`src/rtl/vga_vram_arbiter.sv`:
```
// Single-port VRAM arbiter: scanout fetches win every slot, the CPU fills the idle ones.
// Define VRAM_STARVE_GUARD_EN to force a CPU grant after MAX_WAIT blocked cycles.
module vga_vram_arbiter #(
  parameter int ADDR_W   = 17,
  parameter int DATA_W   = 8,
  parameter int RD_LAT   = 1,
  parameter int MAX_WAIT = 15
) (
  input  logic              Clk,
  input  logic              Reset,
  input  logic              disp_req,
  input  logic [ADDR_W-1:0] disp_addr,
  output logic              disp_rvalid,
  output logic [DATA_W-1:0] disp_rdata,
  output logic              disp_drop,
  input  logic              cpu_req,
  input  logic              cpu_we,
  input  logic [ADDR_W-1:0] cpu_addr,
  input  logic [DATA_W-1:0] cpu_wdata,
  output logic              cpu_gnt,
  output logic              cpu_rvalid,
  output logic [DATA_W-1:0] cpu_rdata,
  output logic              mem_en,
  output logic              mem_we,
  output logic [ADDR_W-1:0] mem_addr,
  output logic [DATA_W-1:0] mem_wdata,
  input  logic [DATA_W-1:0] mem_rdata
);

  typedef enum logic {OWN_DISP = 1'b0, OWN_CPU = 1'b1} owner_e;

  typedef struct packed {
    logic   valid;
    owner_e owner;
  } tag_t;

  localparam logic [7:0] WAIT_LIM = 8'(MAX_WAIT);

  logic       starve_en;
  logic       starve;
  logic       force_gnt;
  logic       cpu_xfer;
  logic       disp_issue;
  logic [7:0] wait_q;
  tag_t       tag_in;
  tag_t       tag_q [RD_LAT+1];

`ifdef VRAM_STARVE_GUARD_EN
  assign starve_en = 1'b1;
`else
  assign starve_en = 1'b0;
`endif

  assign starve     = (wait_q >= WAIT_LIM);
  assign force_gnt  = starve_en & cpu_req & starve;
  assign cpu_gnt    = ~Reset & (~disp_req | force_gnt);
  assign cpu_xfer   = cpu_req & cpu_gnt;
  // A forced CPU grant steals the slot, so the display request is dropped.
  assign disp_issue = disp_req & ~force_gnt;

  always_ff @(posedge Clk) begin
    if (Reset) begin
      wait_q <= '0;
    end else if (!cpu_req || cpu_gnt) begin
      wait_q <= '0;
    end else if (wait_q != '1) begin
      wait_q <= wait_q + 8'd1;
    end
  end

  always_ff @(posedge Clk) begin
    if (Reset) begin
      mem_en    <= '0;
      mem_we    <= '0;
      mem_addr  <= '0;
      mem_wdata <= '0;
      disp_drop <= '0;
    end else begin
      disp_drop <= disp_req & force_gnt;
      if (disp_issue) begin
        mem_en   <= 1'b1;
        mem_we   <= 1'b0;
        mem_addr <= disp_addr;
      end else if (cpu_xfer) begin
        mem_en    <= 1'b1;
        mem_we    <= cpu_we;
        mem_addr  <= cpu_addr;
        mem_wdata <= cpu_wdata;
      end else begin
        mem_en <= 1'b0;
        mem_we <= 1'b0;
      end
    end
  end

  always_comb begin
    tag_in.valid = disp_issue | (cpu_xfer & ~cpu_we);
    tag_in.owner = disp_issue ? OWN_DISP : OWN_CPU;
  end

  // Stage 0 rides alongside the mem_* issue; stage RD_LAT lines up with mem_rdata.
  always_ff @(posedge Clk) begin
    if (Reset) begin
      for (int unsigned i = 0; i <= RD_LAT; i++) begin
        tag_q[i] <= '0;
      end
    end else begin
      tag_q[0] <= tag_in;
      for (int unsigned i = 1; i <= RD_LAT; i++) begin
        tag_q[i] <= tag_q[i-1];
      end
    end
  end

  always_ff @(posedge Clk) begin
    if (Reset) begin
      disp_rvalid <= '0;
      disp_rdata  <= '0;
      cpu_rvalid  <= '0;
      cpu_rdata   <= '0;
    end else begin
      disp_rvalid <= tag_q[RD_LAT].valid && (tag_q[RD_LAT].owner == OWN_DISP);
      cpu_rvalid  <= tag_q[RD_LAT].valid && (tag_q[RD_LAT].owner == OWN_CPU);
      if (tag_q[RD_LAT].valid && (tag_q[RD_LAT].owner == OWN_DISP)) begin
        disp_rdata <= mem_rdata;
      end
      if (tag_q[RD_LAT].valid && (tag_q[RD_LAT].owner == OWN_CPU)) begin
        cpu_rdata <= mem_rdata;
      end
    end
  end

endmodule

```
`config.mk`:
```
export PLATFORM = sky130hd
export DESIGN_NAME = vga_vram_arbiter
export DESIGN_NICKNAME = d
export VERILOG_FILES = /design/src/rtl/vga_vram_arbiter.sv
export SDC_FILE = /design/constraint.sdc
export NUM_CORES = 1
export LEC_CHECK = 0
export BUFFER_PORTS_ARGS = -buffer_cell sky130_fd_sc_hd__buf_2
export CAP_MARGIN = 0
export CORE_MARGIN = 2
export CORE_UTILIZATION = 45
export CTS_BUF_LIST = sky130_fd_sc_hd__clkbuf_4 sky130_fd_sc_hd__clkbuf_8
export CTS_CLUSTER_SIZE = 40
export DETAILED_ROUTE_END_ITERATION = 16
export GPL_ROUTABILITY_DRIVEN = 0
export HOLD_SLACK_MARGIN = 0.08
export PLACE_DENSITY = 0.9
export SLEW_MARGIN = 10
export SYNTH_ARGS = -nofsm -noshare
export SYNTH_HDL_FRONTEND = slang
export SYNTH_SLANG_ARGS = --single-unit
```
`constraint.sdc`:
```
create_clock -name Clk -period 1.9 [get_ports Clk]
set_input_delay 0.095 -clock Clk [delete_from_list [all_inputs] [get_ports Clk]]
set_output_delay 0.095 -clock Clk [all_outputs]
set_load 0.02 [all_outputs]
```
Yosys cells after proc, flatten, opt, wreduce, memory -nomap -nowiden --
Memories as Yosys holds them, arrays and structs flattened. Cells that the tools add are included. W data, S select, Z words.
Word-level totals: register bits 45, bits in writable memories 4, input port bits 55, output and inout bits 47, logic and storage cells 35, memories kept 1
Operators by class: multiplexer cells 10, bitwise gates (word level) 11, reductions and logical operators 5
Memory list:
- tag_q | words 2, bits a word 2, rd ports 2, clocked after memory_dff 0, write ports 2, RTL line 46 | tag_t tag_q [RD_LAT+1];
Operators with widths (count):
- $mux W17 | 2
- $mux W1 | 6
- $not A1 Y1 | 5
- $mux W2 | 2
- $and A1 B1 Y1 | 3
- $or A1 B1 Y1 | 3
- $reduce_or A3 Y1 | 1
- $logic_and A1 B1 Y1 | 2
- $reduce_and A2 Y1 | 1
- $reduce_bool A2 Y1 | 1

Depth between registers and ports, before layout --
Gate-level depths: netlist of the first run.
depth after elaboration 6, depth in mapped cells 5, gate-level depth less buffers 3

Worst setup path after synthesis of the first run --
No wires, ideal clock.
kind reg2reg, start memory tag_q[0][2] (netlist bit), end register disp_rdata[0], setup time 132 ps, data arrival time 827 ps, required time 1768 ps, path slack 941 ps, stages on the path, launching flop included 6, path buffers 2, clock period less this slack 959 ps, cell sequence dfxtp_1 buf_4 nand2b_1 buf_4 nand2_1 a21oi_1
RTL lines:
- start: declaration | RTL line 46
- end signal: assignment | RTL line 125 | disp_rdata <= mem_rdata;
- end: declaration | RTL line 14 | output logic [DATA_W-1:0] disp_rdata,

==> results.toml, run 1 <==
[synth]
syn-num-nets = 251
syn_inst = 196
synth_warnings = 0
synth_seq_cells = 49
syn_area_um2 = 1970
ys_types = 18
synth-seq-area-share_pct = 49.7
synth.avg_cell_area_um2 = 10.1

[min_path]
holdPathEnd = "mem_addr[4]"
hold_start = "cpu_addr[4]"
hp-class = "in -> reg"
worst_hold_path.num_cells = 4

[detailed_routing]
dr.first_iter.drc_count = 49
num_vias = 1782
routed_via_density = 4.70
wirelength_um = 4690
antenna_left = 0
drc = 0
dr.pass1.iters = 4
wl_per_cell_um = 12.4

[critical_path]
crit_fanout = 11
cp-end-kind = "flip-flop"
reg2reg_from = "tag_q[0][3]"
r2r-end = "disp_rdata[6]"
r2r_slack_ns = 0.63
r2r_cells = 3
start_kind = "flip-flop"
crit_arrival_ns = 1.49
cp.required_ns = 2.12
critPathKind = "reg -> reg"

[placed_design]
portBuffers = 100
dp_slack_ns = 0.638
hpwl_um = 3010
dp_cells = 337

[layout]
nets = 381
antennaDiodeCount = 0
drive_above_1_share_pct = 39.8
utilization_pct = 68.5
register_area_um2 = 981
area_growth_pct = 49.0
mostFrequentLayoutCells = "buf_2, dfxtp_1, dlygate4sd3_1"
nFillCells = 344
multi_input_area_um2 = 888
final_common_cell = "buf_2"
layoutNonFillerInstCount = 379

[timing]
fmax_ghz = 0.790
hold_violations = 0
fin_setup_tns_ns = 0
min_period_ns = 1.27
drv_slew = 0
layout_setup_ws_ns = 0.634
rsz0062_at_grt = "false"
tightest_slew_ns = 0.533
setup_viol = 0
relSlewSlack_pct = 64.3
period_share_pct = 66.6
fin_skew_ns = 0.00296

[global_route]
antenna_found_initial = 0
met3_usage_pct = 4.91
use_met2_pct = 36.4
grt_pass1_wl_um = 7650
top_usage_layer = "met2"
global_route.usage.met1_pct = 20.0
grt_use_total_pct = 19.2
gr-total-overflow = 0
grt_max_degree = 25
grt_pass1_vias = 1772

[pwr]
leakagePower_uw = 0.00148
p_total_uw = 2350
powerDensity_nw_per_um2 = 799
ir_worst_vdd_mv = 0.405

[cts]
post-cts-setup-buffers = 0
insertion_delay_ns = 0.29
htree_num_levels = 2
cts_resized = 0
cts_root_buffer = "clkbuf_8"
cts_tree = "yes"
clock-sinks = 49
clk_pin_slew_ns = 0.09
cts_inserted_buffers = 5
postCtsHoldBufs = 34
cts.path.max_buffers = 2

[floorplan]
die_area_um2 = 4930
core_um2 = 4290
rows = 24
ioPinCount = 102
die_y_um = 70.2
die_w_um = 70.2
start_util_pct = 46.0

[job]
drv_cap = 0

[outcome]
status = "finished clean"
-- worst max-delay path by stage --
| stage | slack, ns | startpoint | cells past startpoint | end |
|---|---|---|---|---|
| global route | 0.41 | tag_q[0][3] | 3 | disp_rdata[4] |
| global placement | 0.71 | tag_q[0][3] | 3 | disp_rdata[5] |
| finish | 0.63 | tag_q[0][3] | 3 | disp_rdata[6] |
| CTS | 0.62 | tag_q[0][3] | 3 | disp_rdata[6] |
| floorplan | 0.94 | tag_q[0][2] | 5 | disp_rdata[0] |
| detailed placement | 0.64 | tag_q[0][3] | 3 | disp_rdata[6] |
-- report_power, final --
group | switching [uW] | internal [uW] | total (uW)
logic | 186 | 209 | 395
registers | 27.1 | 1080 | 1100
clock network | 330 | 523 | 852
-- state kept, by name (all words and copies together) (netlist names) --
register,cells
cpu_rdata,8
cpu_rvalid,1
disp_rdata,8
disp_rvalid,1
mem_addr,17
mem_en,1
mem_wdata,8
mem_we,1
tag_q,4
-- logic make-up (layout without fill, tap and decap cells) --
| kind of cell | count (synthesis) | in the layout | synth area share (%) |
|---|---|---|---|
| simple gates | 71 | 71 | 14.9 |
| buf+inv | 16 | 147 | 5.32 |
| flops | 49 | 49 | 49.7 |
| mux | 42 | 42 | 25.6 |
| other cells | 1 | 1 | 0.190 |
| compound gates | 17 | 17 | 4.31 |
-- through the flow --
stage | instance area [um^2] | hold WS (ns)
after global routing | 2940 | 0.168
final | 2940 | 0.161
after global placement | 2470 | 0.326
after CTS | 2940 | 0.147
after detailed placement | 2470 | 0.342
after floorplan | 1970 | 0.230
-- cell type report --
cell class                      instances  area share [%]
Inverter                                1           0.128
Clock buffer                            5            2.34
Sequential cell                        49            33.3
Tap cell                               52            2.21
Clock inverter                          3            2.21
Timing Repair Buffer                  138            29.6
Multi-Input combinational cell        131            30.2
-- metal layers --
layer  up-vias  part of all wire (%)
met5         -                     0
li1        902                     -
met3        12                   6.0
met4         0                   2.2
met1       803                    40
met2        65                    52
-- synthesized netlist by cell type --
| library cell | count | area (um^2) |
|---|---|---|
| nand2_1 | 25 | 93.8 |
| nor2b_1 | 3 | 18.8 |
| buf_4 | 5 | 37.5 |
| dfxtp_1 | 49 | 981 |
| mux2_4 | 17 | 255 |
| buf_2 | 3 | 15.0 |
| clkbuf_1 | 3 | 11.3 |
| nand2b_1 | 1 | 6.26 |
| nand3_1 | 8 | 40.0 |
| nor2_1 | 32 | 120 |
| buf_1 | 1 | 3.75 |
| buf_6 | 3 | 33.8 |
| a21oi_1 | 17 | 85.1 |
| conb_1 | 1 | 3.75 |
| and3_1 | 1 | 6.26 |
| nor2b_2 | 1 | 8.76 |
| inv_1 | 1 | 3.75 |
| mux2i_1 | 25 | 250 |
-- critical path, stage by stage (launching register included) --
cell	delay [ns]
dfxtp_1	0.51
nor2b_1	0.44
nand2_1	0.10
a21oi_1	0.15
(Power assumes the default switching activity.)
==> run 2, diff against run 1 <==
--- a/config.mk
+++ b/config.mk
@@ -8,13 +8,13 @@
 export BUFFER_PORTS_ARGS = -buffer_cell sky130_fd_sc_hd__buf_2
 export CAP_MARGIN = 0
 export CORE_MARGIN = 2
-export CORE_UTILIZATION = 45
+export CORE_UTILIZATION = 42
 export CTS_BUF_LIST = sky130_fd_sc_hd__clkbuf_4 sky130_fd_sc_hd__clkbuf_8
 export CTS_CLUSTER_SIZE = 40
 export DETAILED_ROUTE_END_ITERATION = 16
 export GPL_ROUTABILITY_DRIVEN = 0
 export HOLD_SLACK_MARGIN = 0.08
-export PLACE_DENSITY = 0.9
+export PLACE_DENSITY = 0.88
 export SLEW_MARGIN = 10
 export SYNTH_ARGS = -nofsm -noshare
 export SYNTH_HDL_FRONTEND = slang
==> constraint.sdc (replaced) <==
create_clock -name Clk -period 1.1 [get_ports Clk]
set_input_delay 0.055 -clock Clk [delete_from_list [all_inputs] [get_ports Clk]]
set_output_delay 0.055 -clock Clk [all_outputs]
set_load 0.02 [all_outputs]
==> results.toml, run 2 (synthesis gave the netlist of run 1 again) <==
[outcome]
status = "finished clean"

[layout]
largest_reg_flops = 17
area_growth_pct = 51.5
nets = 387
final_common_cell = "buf_2"
antennaDiodeCount = 0
largest-register = "mem_addr"
mostFrequentLayoutCells = "buf_2, dfxtp_1, dlygate4sd3_1"
drive_above_1_share_pct = 41.4
layoutNonFillerInstCount = 385

[critical_path]
critPathBufInv = 0
crit_path_cell_trace = "nand2_1, nand2_1, a21oi_1"
crit_path_top_delay_cell = "dfxtp_1"
r2r_slack_ns = 0.1
slowest_delay_ns = 0.45
r2r-end = "cpu_rdata[6]"
cp.required_ns = 1.28
cpMostUsedCell = "nand2_1"
crit_arrival_ns = 1.18
crit_fanout = 9
critPathKind = "reg -> reg"
reg2reg_from = "tag_q[0][2]"
start_kind = "flip-flop"
r2r_cells = 3
cp-end-kind = "flip-flop"
cp_top_family = "flip-flops"

[job]
drv_cap = 0

[global_route]
grt_pass1_wl_um = 8270
grt_use_total_pct = 19.9
grt_pass1_vias = 1887
grt_max_degree = 21
gr-total-overflow = 0
antenna_found_initial = 0

[floorplan]
rows = 24
ioPinCount = 102
die_w_um = 72.6
die_y_um = 72.6
start_util_pct = 44.4
core_um2 = 4440
die_area_um2 = 5270

[min_path]
holdPathEnd = "mem_addr[0]"
hp-class = "in -> reg"
worst_hold_path.num_cells = 4
hold_start = "cpu_addr[0]"

[cts]
cts_tree = "yes"
cts_inserted_buffers = 5
cts_root_buffer = "clkbuf_8"
clk_pin_slew_ns = 0.09
cts.path.max_buffers = 2
post-cts-setup-buffers = 0
clock-sinks = 49
htree_num_levels = 2
insertion_delay_ns = 0.29

[timing]
hold_violations = 0
fin_skew_ns = 0.00474
min_period_ns = 1.00
fin_setup_tns_ns = 0
fmax_ghz = 0.999
drv_slew = 0
setup_viol = 0
period_share_pct = 91.0

[placed_design]
hpwl_um = 3170
dp_cells = 343
portBuffers = 100

[pwr]
powerDensity_nw_per_um2 = 1310
ir_worst_vdd_mv = 0.549
leakagePower_uw = 0.00150

[detailed_routing]
num_vias = 1821
dr.first_iter.drc_count = 70
dr.pass1.iters = 4
wl_per_cell_um = 12.8
wirelength_um = 4950
routed_via_density = 4.73
drc = 0
antenna_left = 0
## run 2: cell types whose count changed in the layout (fill, tap and decap cells not counted)
cell and change:
bufinv_16 -1, clkinvlp_4 +1, dfxtp_1 -1, clkinv_2 -1, buf_4 +5, buf_12 +1
nand2b_2 +1, dfxtp_2 +1, nand2b_1 -1, clkbuf_8 +1
## run 2: worst max path at each step
stage	from	endpoint	slack, ns	cells after the start
6_report	tag_q[0][2]	cpu_rdata[6]	0.1	3
5_1_grt	tag_q[0][2]	disp_rdata[4]	-0.03	3
4_1_cts	tag_q[0][2]	disp_rdata[4]	0.03	3
3_5_place_dp	tag_q[0][2]	disp_rdata[3]	0.07	3
3_3_place_gp	cpu_req	mem_addr[8]	0.13	5
2_1_floorplan	tag_q[0][2]	disp_rdata[0]	0.14	5
## run 2: per-layer routing
metal  part of all wire, %  wire length [um]  global-route usage, %  up-vias
met5                     0                 0                      0        -
met4                   1.8                90                   8.23        0
met3                   5.7               284                   5.28       11
met2                    55              2710                   37.2       68
met1                    38              1860                   20.9      827
li1                      -                 -                      -      915
## run 2: metrics by stage
| stage | power [uW] | area [um^2] | utilization, % | hold WS [ns] | worst slack [ns] |
|---|---|---|---|---|---|
| after CTS | 3960 | 2990 | 67.2 | 0.110 | 0.0350 |
| after detailed placement | 2550 | 2530 | 56.8 | 0.301 | 0.0691 |
| after floorplan | 2330 | 1970 | - | 0.190 | 0.141 |
| after global placement | 2540 | 2530 | 56.8 | 0.288 | 0.130 |
| after global routing | 4100 | 2990 | 67.3 | 0.135 | -0.0307 |
| final | 3930 | 2990 | 67.3 | 0.119 | 0.0994 |
## run 2: what timing repair did
| item | CTS | global route |
|---|---|---|
| hold buffers | 34 | 0 |
| resized for setup | 0 | 2 |
| setup endpoints to repair | 0 | 8 |
| endpoints found under the hold margin | 43 | 0 |
## run 2: worst reg2reg max path: stages (launching register included)
cell     delay [ns]
dfxtp_1        0.45
nand2_1        0.24
nand2_1        0.13
a21oi_1        0.07
## run 2: layout make-up
cell class / count / area (um^2)
Fill cell: 351 / 1450
Sequential cell: 49 / 982
Clock inverter: 2 / 37.5
Timing Repair Buffer: 144 / 928
Inverter: 1 / 3.75
Clock buffer: 6 / 82.6
Tap cell: 52 / 65.1
Multi-Input combinational cell: 131 / 891
## run 2: power breakdown
part	switching, uW	total [uW]	internal, uW	leakage (uW)
Sequential	45.7	1900	1860	0.000403
Combinational	331	711	380	0.00104
Clock	577	1320	739	0.0000574
